`config.mk`:
```
export PLATFORM = sky130hd
export DESIGN_NAME = mem_stage
export DESIGN_NICKNAME = d
export VERILOG_FILES = /design/src/rtl/riscv_mem_pkg.sv /design/src/rtl/mem_stage_load_align.sv /design/src/rtl/mem_stage.sv
export SDC_FILE = /design/constraint.sdc
export NUM_CORES = 1
export LEC_CHECK = 0
export CORE_MARGIN = 3
export CORE_UTILIZATION = 51
export DETAILED_ROUTE_END_ITERATION = 10
export MAX_ROUTING_LAYER = met4
export PLACE_DENSITY = 0.95
export SYNTH_ARGS = -nofsm -noshare
export SYNTH_HDL_FRONTEND = slang
export SYNTH_HIERARCHICAL = 1
export SYNTH_SLANG_ARGS = --single-unit
```
`constraint.sdc`:
```
create_clock -name clk -period 3.8 [get_ports clk]
set_input_delay 0.38 -clock clk [delete_from_list [all_inputs] [get_ports clk]]
set_output_delay 0.38 -clock clk [all_outputs]
set_load 0.02 [all_outputs]
```
`src/rtl/riscv_mem_pkg.sv`:
```
// MEM stage shared definitions: funct3 access codes and FSM states.
// Imported by load_align and mem_stage.
package riscv_mem_pkg;

  localparam logic [2:0] F3_LB  = 3'b000;
  localparam logic [2:0] F3_LH  = 3'b001;
  localparam logic [2:0] F3_LW  = 3'b010;
  localparam logic [2:0] F3_LBU = 3'b100;
  localparam logic [2:0] F3_LHU = 3'b101;
  localparam logic [2:0] F3_SB  = 3'b000;
  localparam logic [2:0] F3_SH  = 3'b001;
  localparam logic [2:0] F3_SW  = 3'b010;

  typedef enum logic {
    IDLE,
    BUSY
  } state_t;

endpackage

```
`src/rtl/mem_stage_load_align.sv`:
```
// Load lane extraction with sign/zero extension.
// Unknown funct3 codes return the full word.
module load_align
  import riscv_mem_pkg::*;
(
  input  logic [31:0] rdata,
  input  logic [1:0]  addr,
  input  logic [2:0]  funct3,
  output logic [31:0] data
);

  logic [7:0]  b;
  logic [15:0] h;

  always_comb begin
    b = rdata[{addr, 3'b000} +: 8];
    h = addr[1] ? rdata[31:16] : rdata[15:0];
    unique case (funct3)
      F3_LB:   data = {{24{b[7]}}, b};
      F3_LH:   data = {{16{h[15]}}, h};
      F3_LBU:  data = {24'h0, b};
      F3_LHU:  data = {16'h0, h};
      default: data = rdata;
    endcase
  end

endmodule

```
`src/rtl/mem_stage.sv`:
```
// Pipeline MEM stage: data memory handshake and MEM/WB register.
// Optional misaligned-access trap: define MEM_MISALIGN_TRAP_EN.
module mem_stage
  import riscv_mem_pkg::*;
#(
  parameter int XLEN   = 32,
  parameter int ADDR_W = 32
) (
  input  logic              clk,
  input  logic              rst,
  input  logic              ex_valid,
  input  logic [XLEN-1:0]   ex_alu_result,
  input  logic [XLEN-1:0]   ex_rs2_data,
  input  logic [4:0]        ex_rd,
  input  logic              ex_reg_write,
  input  logic              ex_mem_reg,
  input  logic              ex_mem_read,
  input  logic              ex_mem_write,
  input  logic [2:0]        ex_funct3,
  output logic              dmem_req,
  output logic              dmem_we,
  output logic [ADDR_W-1:0] dmem_addr,
  output logic [31:0]       dmem_wdata,
  output logic [3:0]        dmem_wstrb,
  input  logic              dmem_ready,
  input  logic [31:0]       dmem_rdata,
  output logic              stall,
  output logic              wb_valid,
  output logic [XLEN-1:0]   mem_data,
  output logic [XLEN-1:0]   alu_result,
  output logic [4:0]        wb_rd,
  output logic              wb_reg_write,
`ifdef MEM_MISALIGN_TRAP_EN
  output logic              misalign_exc,
`endif
  output logic              wb_mem_reg
);

  state_t            state;
  logic              is_mem;
  logic              misal;
  logic              go;
  logic [1:0]        lane;
  logic [31:0]       st_wdata;
  logic [3:0]        st_wstrb;
  logic [31:0]       ld_data;

  logic [XLEN-1:0]   req_addr;
  logic [2:0]        req_f3;
  logic [31:0]       req_wdata;
  logic [3:0]        req_wstrb;
  logic              req_we;
  logic [4:0]        req_rd;
  logic              req_rw;
  logic              req_mr;

  assign is_mem = ex_valid & (ex_mem_read | ex_mem_write);
  assign lane   = ex_alu_result[1:0];

  always_comb begin
    st_wdata = ex_rs2_data[31:0];
    st_wstrb = 4'b1111;
    unique case (ex_funct3)
      F3_SB: begin
        st_wdata = {4{ex_rs2_data[7:0]}};
        st_wstrb = 4'b0001 << lane;
      end
      F3_SH: begin
        st_wdata = {2{ex_rs2_data[15:0]}};
        st_wstrb = 4'b0011 << {lane[1], 1'b0};
      end
      default: ;
    endcase
  end

`ifdef MEM_MISALIGN_TRAP_EN
  logic sz_b;
  logic sz_h;

  // Stores have no unsigned codes, so 100/101 are word-sized for them.
  always_comb begin
    if (ex_mem_write) begin
      sz_b = (ex_funct3 == F3_SB);
      sz_h = (ex_funct3 == F3_SH);
    end else begin
      sz_b = (ex_funct3 == F3_LB) | (ex_funct3 == F3_LBU);
      sz_h = (ex_funct3 == F3_LH) | (ex_funct3 == F3_LHU);
    end
    misal = is_mem & ((sz_h & lane[0]) | (~sz_b & ~sz_h & |lane));
  end
`else
  assign misal = 1'b0;
`endif

  assign go         = is_mem & ~misal;
  assign stall      = (state == IDLE) ? go : ~dmem_ready;
  assign dmem_req   = (state == BUSY);
  assign dmem_we    = req_we;
  assign dmem_addr  = {req_addr[ADDR_W-1:2], 2'b00};
  assign dmem_wdata = req_wdata;
  assign dmem_wstrb = req_wstrb;

  load_align u_align (
    .rdata  (dmem_rdata),
    .addr   (req_addr[1:0]),
    .funct3 (req_f3),
    .data   (ld_data)
  );

  always_ff @(posedge clk) begin
    if (rst) begin
      state        <= IDLE;
      req_addr     <= '0;
      req_f3       <= '0;
      req_wdata    <= '0;
      req_wstrb    <= '0;
      req_we       <= 1'b0;
      req_rd       <= '0;
      req_rw       <= 1'b0;
      req_mr       <= 1'b0;
      wb_valid     <= 1'b0;
      mem_data     <= '0;
      alu_result   <= '0;
      wb_rd        <= '0;
      wb_reg_write <= 1'b0;
      wb_mem_reg   <= 1'b0;
`ifdef MEM_MISALIGN_TRAP_EN
      misalign_exc <= 1'b0;
`endif
    end else begin
      unique case (state)
        IDLE: begin
          if (go) begin
            req_addr  <= ex_alu_result;
            req_f3    <= ex_funct3;
            req_wdata <= st_wdata;
            req_wstrb <= st_wstrb;
            req_we    <= ex_mem_write;
            req_rd    <= ex_rd;
            req_rw    <= ex_reg_write & ~ex_mem_write;
            req_mr    <= ex_mem_reg;
            wb_valid  <= 1'b0;
            state     <= BUSY;
`ifdef MEM_MISALIGN_TRAP_EN
            misalign_exc <= 1'b0;
`endif
          end else begin
            wb_valid     <= ex_valid;
            alu_result   <= ex_alu_result;
            wb_rd        <= ex_rd;
            wb_reg_write <= ex_reg_write & ~misal;
            wb_mem_reg   <= ex_mem_reg;
            mem_data     <= '0;
`ifdef MEM_MISALIGN_TRAP_EN
            misalign_exc <= misal;
`endif
          end
        end
        BUSY: begin
          if (dmem_ready) begin
            wb_valid     <= 1'b1;
            alu_result   <= req_addr;
            wb_rd        <= req_rd;
            wb_reg_write <= req_rw;
            wb_mem_reg   <= req_mr;
            mem_data     <= req_we ? '0 : XLEN'(ld_data);
            state        <= IDLE;
          end
        end
      endcase
    end
  end

endmodule

```
==> flow_metrics.tcl <==
set metrics [dict create \
    status "finished clean" \
    first_pass_iters 5 \
    worst_slew_pin_slew_ps 874 \
    ys_seq_area_frac 0.383 \
    power_mw 4.38 \
    synth_common_cells "dfxtp_1, nand2_1, a21oi_1" \
    setup_viol 0 \
    wl_met2_um 11200 \
    regArea_mm2 0.00305 \
    place_congestion 0.928 \
    stdcell_area_mm2 0.0107 \
    grt_pass1_wl_um 36600 \
    top_layer_used "met4" \
    worst_setup_path_end_kind "output pin" \
    detail_route.wl_per_cell_um 18.5 \
    post_cts_buffers 0 \
    max_freq_ghz 0.403 \
    multiInputGateArea_mm2 0.00422 \
    yosysUniqueCellTypes 42 \
    m1WireLength_um 9530 \
    utilization 0.721 \
    fin_nets 1185 \
    dpl_cell_area_mm2 0.0102 \
    synth_top_area_frac 0.383 \
    die-area_mm2 0.0171 \
    clock_latency_ps 410 \
    cts_tree "built" \
    min_period_ps 2480 \
    grt_pass1_vias 7088 \
    via_per_inst 5.80 \
    met3_length_um 1740 \
    cp-start-kind "flop" \
    synth-async-reset-ratio 0 \
    fill_cells 1048 \
    clock-sinks 152 \
    grt_start_max_net_pins 85 \
    cts_resized 0 \
    yosys_most_used_dff "dfxtp_1" \
    clk_pin_slew_ps 60 \
    p_per_area_mw_per_mm2 409 \
    port_buffers 252 \
    synth_seq_cells 152 \
    hold_violations 0 \
    slew_violations 0 \
    root_buffer "clkbuf_16" \
    antenna_left 0 \
    path_class "reg -> out" \
    crit_required_ps 3420 \
    yosys-top-cells-area "dfxtp_1, mux2i_1, mux2_4, a21oi_1, nand3_1" \
    rsz0062_at_grt "false" \
    rows 44 \
    vias 7358 \
    critPathArrivalTime_ps 2100 \
    cts-htree-levels 4 \
    drt-total-wl_um 23500 \
    drv_cap 0 \
    area_growth_syn_to_layout_pct 34.9 \
    power.leakage_nw 4.00 \
    fin_crit_sh 0.653 \
    chipWidth_um 131 \
    synth_cells 906 \
    start_util 0.534 \
    fin_worst_skew_ps 7.18 \
    synth_edf_count 0 \
    post-route-drc-count 0 \
    die_h_um 131 \
    max_slew_margin 0.417 \
    grt_antenna_before_repair 0 \
    netlist_area_mm2 0.00794 \
    yosys_warnings 6 \
    yosysMostFrequentCell "dfxtp_1" \
    holdBufCountCts 0 \
    io_pins 255 \
    clock_path_buffers 2 \
    antenna_cells 0 \
    track_usage 0.278 \
    cts_made_buffers 17 \
    crit_path_max_fanout 37 \
    dp_hpwl_um 16100 \
    overflow 0 \
    syn_avg_cell_area_um2 8.77 \
    min_path_type "reg -> reg" \
    yosysTopAreaCell "dfxtp_1" \
    setup_tns_ps 0 \
    first_iter_violations 534 \
    drive_gt1_frac 0.0857 \
    core_region_area_mm2 0.0149 \
    irDropWorstVdd_uv 323 \
]
## layer usage
layer / up-vias / global-route usage
met5: - / -
met4: 0 / 0.132
met3: 79 / 0.0593
met2: 368 / 0.439
met1: 3448 / 0.341
li1: 3463 / -
## area by class of cell
type,count,share of cell area
clock buffers,23,0.0446
clock inverters,8,0.00677
inverters,5,0.00175
multi-input cells,633,0.394
flip-flops and latches,152,0.284
well taps,184,0.0215
repair buffers,264,0.247
## worst max-delay path, cell delays in order, from the launching register on
cell and delay, ps:
dfxtp_4 620, inv_2 110, mux2i_4 220, clkdlybuf4s50_1 730
## through the flow
stage                     instances  setup slack, ps  hold slack, ps
final                          1269             1320             473
after global routing           1269             1190             487
after CTS                      1269             1270             474
after detailed placement       1238             1380             467
after global placement         1238             1400             460
after floorplan                 907             2200             449
## path summary, 6_finish.rpt
path,from,end,slack (ps),depth (start not counted)
hold / removal,req_rw$_SDFFE_PP0P_,req_rw$_SDFFE_PP0P_,470,2
hold reg to reg,req_rw$_SDFFE_PP0P_,req_rw$_SDFFE_PP0P_,470,2
setup reg to reg,req_addr[1]$_SDFFE_PP0P_,mem_data[8]$_SDFFE_PP0P_,1530,5
setup / recovery,dmem_req$_SDFF_PP0_,stall,1320,3
## layout by cell type (no fill, tap or decap), drive strengths merged, types with 2 or more instances in the layout
master and n:
conb 2, nand3 68, o22ai 2, clkbuf 23, nand2 87, o22a 8, a22o 2, nor2b 47
nor2 43, o211ai 5, a211o 8, a311oi 26, mux2i 85, clkinv 4, buf 13, a21oi 86
nand2b 36, mux2 41, clkdlybuf4s50 251, nand3b 9, dfxtp 152, inv 5, or3 2, clkinvlp 3
o21ai 65
## report_power, final
group          switching, mW  internal, mW
combinational          0.512         0.497
clock                  0.647         0.945
sequential            0.0788          1.70
total                   1.24          3.14
## cells by family after synthesis
logic type	Yosys count	synth area share
AO/OA/AOI/OAI	207	0.157
multiplexers	127	0.185
other	1	0.000472
AND/OR/NAND/NOR	297	0.187
buffers and inverters	122	0.0876
flip-flops	152	0.383
No activity file was read; power rests on OpenSTA's default activity.
